<file path="config.mk">
export PLATFORM = sky130hd
export DESIGN_NAME = fp_issue_ctrl
export DESIGN_NICKNAME = d
export VERILOG_FILES = /design/src/rtl/fp_issue_ctrl.sv
export SDC_FILE = /design/constraint.sdc
export NUM_CORES = 1
export LEC_CHECK = 0
export CELL_PAD_IN_SITES_DETAIL_PLACEMENT = 0
export CELL_PAD_IN_SITES_GLOBAL_PLACEMENT = 2
export CORE_ASPECT_RATIO = 1.75
export CORE_UTILIZATION = 26
export CTS_BUF_LIST = sky130_fd_sc_hd__clkbuf_16
export CTS_CLUSTER_SIZE = 25
export DETAILED_ROUTE_END_ITERATION = 7
export GPL_TIMING_DRIVEN = 0
export MAX_ROUTING_LAYER = met4
export PLACE_DENSITY_LB_ADDON = 0.12
export SYNTH_ARGS = -nofsm -noshare
export SYNTH_HDL_FRONTEND = slang
export SYNTH_SLANG_ARGS = --single-unit
</file>
<file path="constraint.sdc">
create_clock -name clk -period 2.65 [get_ports clk]
set_input_delay 0.6625 -clock clk [delete_from_list [all_inputs] [get_ports clk]]
set_output_delay 0.6625 -clock clk [all_outputs]
set_load 0.05 [all_outputs]
</file>
<file path="src/rtl/fp_issue_ctrl.sv">
// Issue controller between a host request/response port and a single-cycle-issue FP ALU.
// One operation in flight, with a watchdog that answers with a quiet NaN if the ALU never responds.
module fp_issue_ctrl #(
  parameter int TIMEOUT = 64
) (
  input  logic        clk,
  input  logic        rst_n,
  input  logic        req_valid,
  output logic        req_ready,
  input  logic [31:0] req_a,
  input  logic [31:0] req_b,
  input  logic        req_sub,
  input  logic        req_round_mode,
  output logic        resp_valid,
  input  logic        resp_ready,
  output logic [31:0] resp_result,
  output logic [4:0]  resp_flags,
  output logic        resp_timeout,
  output logic [31:0] alu_op_a,
  output logic [31:0] alu_op_b,
  output logic [2:0]  alu_op_code,
  output logic        alu_mode_fp,
  output logic        alu_round_mode,
  output logic        alu_start,
  input  logic [31:0] alu_result,
  input  logic        alu_valid,
  input  logic [4:0]  alu_flags,
  output logic [4:0]  fflags,
  input  logic        fflags_clr,
  output logic        busy
);
  localparam int CW = $clog2(TIMEOUT + 1);
  localparam logic [CW-1:0] TO_CNT = CW'(TIMEOUT);

  typedef enum logic [2:0] {IDLE, ISSUE, WAIT, RESP, DRAIN} state_t;

  state_t        state_q, state_d;
  logic [CW-1:0] cnt_q, cnt_d;
  logic [31:0]   a_q, a_d, b_q, b_d;
  logic          sub_q, sub_d, mode_q, mode_d;
  logic          resp_valid_q, resp_valid_d;
  logic [31:0]   resp_result_q, resp_result_d;
  logic [4:0]    resp_flags_q, resp_flags_d;
  logic          resp_timeout_q, resp_timeout_d;
  logic [4:0]    fflags_q, fflags_d;
  logic          timeout_hit;

  assign timeout_hit = (state_q == WAIT) && ((cnt_q + CW'(1)) == TO_CNT);

  always_ff @(posedge clk or negedge rst_n) begin
    if (!rst_n) begin
      state_q        <= IDLE;
      cnt_q          <= '0;
      a_q            <= '0;
      b_q            <= '0;
      sub_q          <= 1'b0;
      mode_q         <= 1'b0;
      resp_valid_q   <= 1'b0;
      resp_result_q  <= '0;
      resp_flags_q   <= '0;
      resp_timeout_q <= 1'b0;
      fflags_q       <= '0;
    end else begin
      state_q        <= state_d;
      cnt_q          <= cnt_d;
      a_q            <= a_d;
      b_q            <= b_d;
      sub_q          <= sub_d;
      mode_q         <= mode_d;
      resp_valid_q   <= resp_valid_d;
      resp_result_q  <= resp_result_d;
      resp_flags_q   <= resp_flags_d;
      resp_timeout_q <= resp_timeout_d;
      fflags_q       <= fflags_d;
    end
  end

  always_comb begin
    state_d = state_q;
    unique case (state_q)
      IDLE:    if (req_valid) state_d = ISSUE;
      ISSUE:   state_d = alu_valid ? RESP : WAIT;
      WAIT: begin
        if (alu_valid)        state_d = RESP;
        else if (timeout_hit) state_d = DRAIN;
      end
      RESP:    if (resp_ready) state_d = IDLE;
      // Stay long enough for any late ALU answer to be swallowed here, not in IDLE.
      DRAIN:   if ((cnt_q == TO_CNT) && (!resp_valid_q || resp_ready)) state_d = IDLE;
      default: state_d = IDLE;
    endcase
  end

  always_comb begin
    logic       capture;
    logic [4:0] cap_flags;
    capture        = 1'b0;
    cap_flags      = '0;
    cnt_d          = cnt_q;
    a_d            = a_q;
    b_d            = b_q;
    sub_d          = sub_q;
    mode_d         = mode_q;
    resp_valid_d   = resp_valid_q;
    resp_result_d  = resp_result_q;
    resp_flags_d   = resp_flags_q;
    resp_timeout_d = resp_timeout_q;

    if (state_q == IDLE && req_valid) begin
      a_d    = req_a;
      b_d    = req_b;
      sub_d  = req_sub;
      mode_d = req_round_mode;
    end

    if (resp_valid_q && resp_ready) resp_valid_d = 1'b0;

    unique case (state_q)
      ISSUE: cnt_d = '0;
      WAIT: begin
        cnt_d = cnt_q + CW'(1);
        if (timeout_hit && !alu_valid) cnt_d = '0;
      end
      DRAIN: if (cnt_q != TO_CNT) cnt_d = cnt_q + CW'(1);
      default: ;
    endcase

    if ((state_q == ISSUE || state_q == WAIT) && alu_valid) begin
      capture        = 1'b1;
      cap_flags      = alu_flags;
      resp_result_d  = alu_result;
      resp_timeout_d = 1'b0;
    end else if (timeout_hit) begin
      capture        = 1'b1;
      cap_flags      = 5'b01000;
      resp_result_d  = 32'h7FC0_0000;
      resp_timeout_d = 1'b1;
    end
    if (capture) begin
      resp_valid_d = 1'b1;
      resp_flags_d = cap_flags;
    end

    fflags_d = fflags_clr ? '0 : fflags_q;
    if (capture) fflags_d = fflags_d | cap_flags;
  end

  always_comb begin
    req_ready = (state_q == IDLE);
    busy      = (state_q != IDLE);
    alu_start = (state_q == ISSUE);
  end

  assign alu_op_a       = a_q;
  assign alu_op_b       = {b_q[31] ^ sub_q, b_q[30:0]};
  assign alu_op_code    = 3'b000;
  assign alu_mode_fp    = 1'b1;
  assign alu_round_mode = mode_q;
  assign resp_valid     = resp_valid_q;
  assign resp_result    = resp_result_q;
  assign resp_flags     = resp_flags_q;
  assign resp_timeout   = resp_timeout_q;
  assign fflags         = fflags_q;

endmodule

</file>
**After elaboration in Yosys (flattened, before gate mapping)**

Index checks and enable logic that the tools add are counted.

- Bits in registers: 120
- Input port bits: 109
- Output and inout bits: 116
- Word-level logic and storage cells: 65

- Add/subtract/negate cells: 1
- Equal/unequal tests: 12
- Muxes and demuxes: 22
- Bitwise logic cells: 2
- Reductions and logical operators: 17

Operator list:

| kind | count |
|---|---|
| $mux 32 | 2 |
| $pmux 7 s3 | 1 |
| $mux 3 | 5 |
| $mux 5 | 3 |
| $pmux 3 s5 | 1 |
| $eq 7x7->1 const B | 2 |
| $mux 7 | 2 |
| $ne 2x2->1 const B | 4 |
| $add 7x1->7 const B | 1 |
| $mux 1 | 7 |
| $ne 7x7->1 const B | 1 |
| $eq 3x2->1 const B | 2 |
| $logic_and 1x1->1 | 6 |
| $reduce_bool 3->1 | 2 |
| $or 5x5->5 | 1 |
| $mux 4 | 1 |
| $reduce_and 4->1 | 1 |
| $reduce_bool 2->1 | 2 |
| $eq 3x1->1 const B | 1 |
| $eq 3x3->1 const B | 1 |
| $logic_not 3->1 | 1 |
| $ne 3x3->1 const B | 1 |
| $logic_not 1->1 | 2 |
| $logic_or 1x1->1 | 2 |
| other kinds (2) | 2 |

**Longest topological paths before layout**

Gate-level depths: netlist of the first run.

- Depth after elaboration: 7
- Gate-level depth with buffers: 8
- Mapped depth without buffers: 7

**Least setup slack after synthesis of the first run**

No wires, ideal clock.

- Path type: reg2reg
- From: register state_q[0]
- To: register cnt_q[4]
- Library setup time: 0.133 ns
- Arrival: 2.377 ns
- Data required time: 2.517 ns
- Slack: 0.139 ns
- Cell stages (with the launch flop): 7
- Path buffers: 1
- Clock period less this slack: 2.511 ns
- Cells stage by stage: dfrtp_1 -> buf_2 -> inv_1 -> nor3_1 -> nor3_1 -> o31ai_1 -> o21ai_0

- Elaborated cells between the ends (all ways): 10
- Classes of those cells: eq/ne: 4; mux: 2; reduce/logical: 4

RTL lines:

| item | RTL line | source |
|---|---|---|
| from (decl) | 37 | `state_t state_q, state_d;` |
| from (signal assigned) | 64 | `state_q <= state_d;` |
| $eq 3x1->1 (*) | -- |  |
| via alu_start | 24 | `output logic alu_start,` |
| $reduce_bool 3->1 (no source line) | -- |  |
| $reduce_and 2->1 (no source line) | -- |  |
| to (signal assigned) | 65 | `cnt_q <= cnt_d;` |
| to (decl) | 38 | `logic [CW-1:0] cnt_q, cnt_d;` |

The timed path passes the listed nets; every way through them passes the cells marked *.
A chain may end at the register's enable or synchronous reset.

**Final worst setup path of the first run**

- From: register state_q[0]
- To: output busy

- Cells in the longest elaborated chain, start to end: 1

Ends and longest elaborated chain:

| item | RTL line | source |
|---|---|---|
| $reduce_bool 3->1 | 150 | `busy = (state_q != IDLE);` |
| to (decl) | 30 | `output logic busy` |

No other way between the ends.

==> flow_metrics.tcl, run 1 <==
set metrics [dict create \
    place.gp.congestion 0.7764 \
    rsz0062_at_grt "no" \
    drt-initial-drc-count 138 \
    status "complete, no violations" \
    avgSynthCellArea_um2 13.22 \
    wl_per_cell_um 16.78 \
    clock-sinks 120 \
    fp.dieW_um 108.5 \
    rows 67 \
    clk-insertion-delay-late_ps 420 \
    via_count 3925 \
    seq_area_frac_synth 0.5824 \
    seqCellArea_mm2 0.003003 \
    synth_fa_ha_area_frac 0.007280 \
    setup_viol 0 \
    postPlaceCellArea_mm2 0.007696 \
    final_antenna_net_count 0 \
    critPathCaptureType "output port" \
    antenna_found_initial 0 \
    path_buf_inv 2 \
    cts.clk_slew.worst_paths_ps 60 \
    ys_types 56 \
    vias_per_cell 4.430 \
    synth_top_family_by_area "multiplexers" \
    dpl_worst_slack_ps 170.5 \
    hpwl_um 11480 \
    io_pins 225 \
    drcViolationCount 0 \
    synthToLayoutAreaGrowth_pct 61.56 \
    fin_worst_skew_ps 12.04 \
    syn_inst 390 \
    overflow 0 \
    cts_buffer_depth 2 \
    nets 744 \
    synth-main-ff-cell "dfrtp_1" \
    slowest_stage "clkdlybuf4s50_1" \
    ff2ff_path_depth 7 \
    hold_viol_final 0 \
    diodes 0 \
    synth_edf_count 0 \
    synth-compound-area-share 0.1184 \
    tightest_slew_ps 741.5 \
    yosys_warnings 0 \
    cts_tree "done" \
    power_density_mw_per_mm2 1573 \
    finalCritPeriodShare 0.9657 \
    slew_viol_final 0 \
    endpoint "busy" \
    ys_ff_latch 120 \
    utilization 0.4321 \
    period_needed_ps 2559 \
    ys_async_sr_fraction 1.000 \
    cp_max_fo 8 \
    worstHoldPathType "input port to asynchronous set/reset pin" \
    reg2reg_slack_ps 400 \
    grt_pass1_wl_um 23100 \
    crit_start "state_q[0]" \
    timing.fmax_ghz 0.3908 \
    rr_endpoint "resp_flags[2]" \
    start_util 0.2674 \
    syn_area_mm2 0.005156 \
    worstSetupPathType "flip-flop to output port" \
    hold_buffers 0 \
    r2r-start "cnt_q[0]" \
    dieArea_mm2 0.02042 \
    p_leak_nw 3.564 \
    hold_ws_ps 194.0 \
    track_usage 0.1579 \
    drv_cap 0 \
    grt_pass1_vias 4124 \
    synth_xor_area_frac 0.005096 \
    drt_wl_total_um 14870 \
    synthSimpleGateAreaFrac 0.05775 \
    multi_input_area_mm2 0.001730 \
    cp_data_arrival_time_ps 1900 \
    drive_gt1_frac 0.2543 \
    first_pass_iters 4 \
    setup_slack_ps 90.99 \
    cts_made_buffers 17 \
    io_buffers 220 \
    crit_chain "buf_2 > nor2_1 > nand2_1 > clkdlybuf4s50_1" \
    ir_drop_v 0.0007577 \
    critPathRequiredTime_ps 1990 \
    cp.depth 4 \
    start_kind "flip-flop" \
    final_cell_area_mm2 0.008330 \
    path_delay_family "buffers and inverters" \
    muxShareOfSynthArea 0.1441 \
    max_slew_margin 0.5018 \
    chipHeight_um 188.3 \
    fill_cells 1866 \
    design.core.area_mm2 0.01928 \
    cts_setup_buffers 0 \
    grt_start_max_net_pins 70 \
    cts_root_buffer "clkbuf_16" \
    cp_slowest_stage_delay_ps 710 \
    htree_levels 4 \
]
==> Yosys cell counts, types with 2 or more instances <==
| master | n | share of area |
|---|---|---|
| dfrtp_1 | 120 | 0.58 |
| mux2_2 | 66 | 0.14 |
| buf_4 | 39 | 0.057 |
| a22o_1 | 23 | 0.039 |
| nand2_1 | 18 | 0.013 |
| o21ai_0 | 18 | 0.017 |
| inv_1 | 15 | 0.011 |
| o22a_1 | 10 | 0.017 |
| buf_2 | 8 | 0.0078 |
| nor2_1 | 7 | 0.0051 |
| a21oi_1 | 6 | 0.0058 |
| buf_6 | 3 | 0.0066 |
| ha_1 | 3 | 0.0073 |
| and2_1 | 2 | 0.0024 |
| and2_2 | 2 | 0.0029 |
| clkbuf_1 | 2 | 0.0015 |
| conb_1 | 2 | 0.0015 |
| nand3b_1 | 2 | 0.0029 |
| nor3_1 | 2 | 0.0019 |
| nor4b_1 | 2 | 0.0034 |
| o211ai_1 | 2 | 0.0029 |
| o22ai_1 | 2 | 0.0024 |
| or3_1 | 2 | 0.0024 |
| xor2_1 | 2 | 0.0034 |
==> routing by layer <==
| metal | GRT usage | wire length (µm) | vias up |
|---|---|---|---|
| li1 | - | - | 1836 |
| met1 | 0.1632 | 5320 | 1913 |
| met2 | 0.2768 | 8336 | 151 |
| met3 | 0.03805 | 819 | 25 |
| met4 | 0.07173 | 391 | 0 |
| met5 | - | 0 | - |
==> area by class of cell <==
class	count	share of cell area
clock buffers	17	0.05107
inverters	15	0.006759
plain buffers	52	0.04491
multi-input cells	205	0.2077
clock inverters	15	0.02583
flip-flops and latches	120	0.3605
well taps	241	0.03620
repair buffers	221	0.2670
==> flip-flops by register name, indices dropped and copies added, names as in the netlist <==
name,count
resp_result,32
resp_timeout,1
fflags,5
alu_op_a,32
resp_valid,1
sub_q,1
alu_round_mode,1
cnt_q,7
b_q,32
resp_flags,5
state_q,3
==> per-stage QoR <==
| stage | total power (W) | std cells | setup TNS, ps |
|---|---|---|---|
| after CTS | 0.01331 | 886 | 0 |
| after floorplan | 0.008253 | 392 | 0 |
| after global routing | 0.01379 | 886 | 0 |
| final | 0.01310 | 886 | 0 |
| after global placement | 0.01064 | 853 | -487430 |
| after detailed placement | 0.01074 | 854 | 0 |
==> layout by cell type (no fill, tap or decap), types with 7 or more instances in the layout <==
cell type / count
inv_1: 15
o22a_1: 10
buf_4: 39
clkdlybuf4s50_1: 217
dfrtp_1: 120
nor2_1: 7
clkbuf_16: 17
a22o_1: 23
nand2_1: 18
buf_2: 8
o21ai_0: 18
mux2_2: 66
==> cells by family (layout without fill, tap and decap cells) <==
group,after synthesis,in the layout
other cells,2,4
xor+xnor,3,3
simple gates,52,52
flops,120,120
compound gates,77,77
mux,66,66
fa+ha+maj,3,3
buf+inv,67,320
==> worst register-to-register path, delay by kind of cell, from the launching register on <==
kind / cells / cell delay [ps]
AO/OA/AOI/OAI: 3 / 590
AND/OR/NAND/NOR: 2 / 590
adder cells (fa/ha/maj): 1 / 280
flip-flops: 1 / 470
buffers and inverters: 1 / 200
==> power breakdown <==
part / switching, W / internal (W) / leakage [nW]
Clock: 0.000911 / 0.00160 / 0.315
Combinational: 0.00453 / 0.00287 / 1.80
Sequential: 0.000478 / 0.00272 / 1.45
==> worst min path at each step <==
stage / startpoint / end / slack [ps]
after floorplan: rst_n / alu_op_a[0] / 370
after global placement: resp_result[27] / resp_result[27] / 470
after detailed placement: resp_result[27] / resp_result[27] / 480
after CTS: rst_n / state_q[2] / 210
after global routing: rst_n / b_q[25] / 230
final: rst_n / b_q[23] / 190
==> timing repair <==
action	4_1_cts	5_1_grt
endpoints found under the hold margin	0	0
setup endpoints to repair	2	1
pin swaps	0	0
gates resized for setup	2	3
(Power assumes the default switching activity.)
==> run 2: changes to the inputs <==
==> constraint.sdc (replaced) <==
create_clock -name clk -period 2.65 [get_ports clk]
set_input_delay 0.6625 -clock clk [delete_from_list [all_inputs] [get_ports clk]]
set_output_delay 0.6625 -clock clk [all_outputs]
set_load 0.005 [all_outputs]
==> run 2 against run 1 <==
First-iteration DRC count decreased by 1.4%. Die area unchanged. Count of clock-buffer cells in the layout did not move. Fmax increased by 3.2%. Sequential cell count did not move. Cell count unchanged. Global-route usage stayed put. Routed wire length about the same. Via count shrank 0.20%. Sequential share of layout area hardly changed.
==> flow_metrics.tcl, run 2 (synthesis results as in run 1) <==
set metrics [dict create \
    track_usage 0.1579 \
    wl_per_cell_um 16.79 \
    rows 67 \
    endpoint "alu_start" \
    fin_worst_skew_ps 14.24 \
    drive_gt1_frac 0.2543 \
    grt_pass1_vias 4124 \
    postPlaceCellArea_mm2 0.007696 \
    hold_buffers 0 \
    path_delay_family "buffers and inverters" \
    timing.fmax_ghz 0.4032 \
    grt_pass1_wl_um 23100 \
    finalCritPeriodShare 0.9358 \
    io_pins 225 \
    crit_start "state_q[0]" \
    drcViolationCount 0 \
    ir_drop_v 0.0005573 \
    synthToLayoutAreaGrowth_pct 61.78 \
    cts.clk_slew.worst_paths_ps 60 \
    clk-insertion-delay-late_ps 420 \
    slowest_stage "clkdlybuf4s50_1" \
    multi_input_area_mm2 0.001735 \
    busiest_layer "met2" \
    final_common_cell "clkdlybuf4s50_1" \
    start_util 0.2674 \
    slew_viol_final 0 \
    tightest_slew_ps 693.6 \
    critPathRequiredTime_ps 1990 \
    antenna_found_initial 0 \
    first_pass_iters 4 \
    dieArea_mm2 0.02042 \
    cts_setup_buffers 0 \
    io_buffers 220 \
    max_slew_margin 0.5340 \
    clock-sinks 120 \
    grt_util_met3 0.03805 \
    grt_start_max_net_pins 70 \
    final_cell_area_mm2 0.008342 \
    ctsResizeCount 0 \
    vias_per_cell 4.421 \
    nets 744 \
    cp_data_arrival_time_ps 1820 \
    place.gp.congestion 0.7764 \
    r2r-start "cnt_q[0]" \
    grtUsageMet1 0.1632 \
    design.core.area_mm2 0.01928 \
    worstSetupPathType "flip-flop to output port" \
    cp.depth 4 \
    drt-initial-drc-count 136 \
    hold_viol_final 0 \
    via_count 3917 \
    worstHoldPathType "input port to asynchronous set/reset pin" \
    drv_cap 0 \
    drt_wl_total_um 14880 \
    use_met2 0.2768 \
    final_antenna_net_count 0 \
    rr_endpoint "resp_flags[2]" \
    cp_max_fo 8 \
    htree_levels 4 \
    status "complete, no violations" \
    fill_cells 1865 \
    setup_viol 0 \
    diodes 0 \
    critPathCaptureType "output port" \
    power_density_mw_per_mm2 1220 \
    overflow 0 \
    seqCellArea_mm2 0.003003 \
    chipHeight_um 188.3 \
    hold_ws_ps 197.4 \
    rsz0062_at_grt "no" \
    cp_slowest_stage_delay_ps 540 \
    reg2reg_slack_ps 380 \
    cts_tree "done" \
    ff2ff_path_depth 7 \
    layout_common_cells "219 x clkdlybuf4s50_1, 120 x dfrtp_1, 66 x mux2_2, 39 x buf_4, 23 x a22o_1" \
    cts_buffer_depth 2 \
    hpwl_um 11480 \
    period_needed_ps 2480 \
    p_leak_nw 3.561 \
    fp.dieW_um 108.5 \
    cts_root_buffer "clkbuf_16" \
    crit_chain "buf_2 > inv_1 > nor3_2 > clkdlybuf4s50_1" \
    start_kind "flip-flop" \
    cts_made_buffers 17 \
    path_buf_inv 3 \
]
[run 2: worst reg2reg max path, cell delays in order, from the launching register on]
cell     delay (ps)
dfrtp_1         470
ha_1            280
or3_1           390
o31ai_2         100
nand2_1         200
o31ai_4         400
buf_6           200
o21ai_0          90
[run 2: final cells by class]
cell class                      count  area share
Sequential cell                   120      0.3600
Timing Repair Buffer              221      0.2674
Multi-Input combinational cell    205      0.2080
Clock buffer                       17     0.05100
Buffer                             52     0.04485
Tap cell                          241     0.03615
Clock inverter                     15     0.02580
Inverter                           15    0.006750
[run 2: how the worst min path moves through the flow]
stage / from / to / slack, ps
4_1_cts: rst_n / state_q[2] / 210
2_1_floorplan: rst_n / alu_op_a[0] / 370
6_report: rst_n / b_q[23] / 200
3_5_place_dp: resp_result[27] / resp_result[27] / 480
3_3_place_gp: resp_result[27] / resp_result[27] / 470
5_1_grt: rst_n / b_q[25] / 230
[run 2: per-stage QoR]
stage,utilization,setup TNS (ps),setup slack [ps],power [W],instances
floorplan,-,0,701.6,0.005305,392
global placement,0.3977,-487430,-4081,0.007693,853
detailed placement,0.3992,0,170.5,0.007797,854
CTS,0.4324,0,54.91,0.01038,886
global route,0.4326,0,60.85,0.01087,886
finish,0.4326,0,170.0,0.01018,886
[run 2: per-layer routing]
layer / up-vias / share of wire
met2: 142 / 0.56
met1: 1914 / 0.36
met3: 24 / 0.054
met4: 0 / 0.023
met5: - / 0
li1: 1837 / -
[run 2: report_power, final]
part | switching (W) | leakage (nW) | internal [W] | total, W
clock network | 0.000915 | 0.315 | 0.00160 | 0.00251
logic | 0.00158 | 1.80 | 0.00289 | 0.00447
registers | 0.000477 | 1.45 | 0.00272 | 0.00320
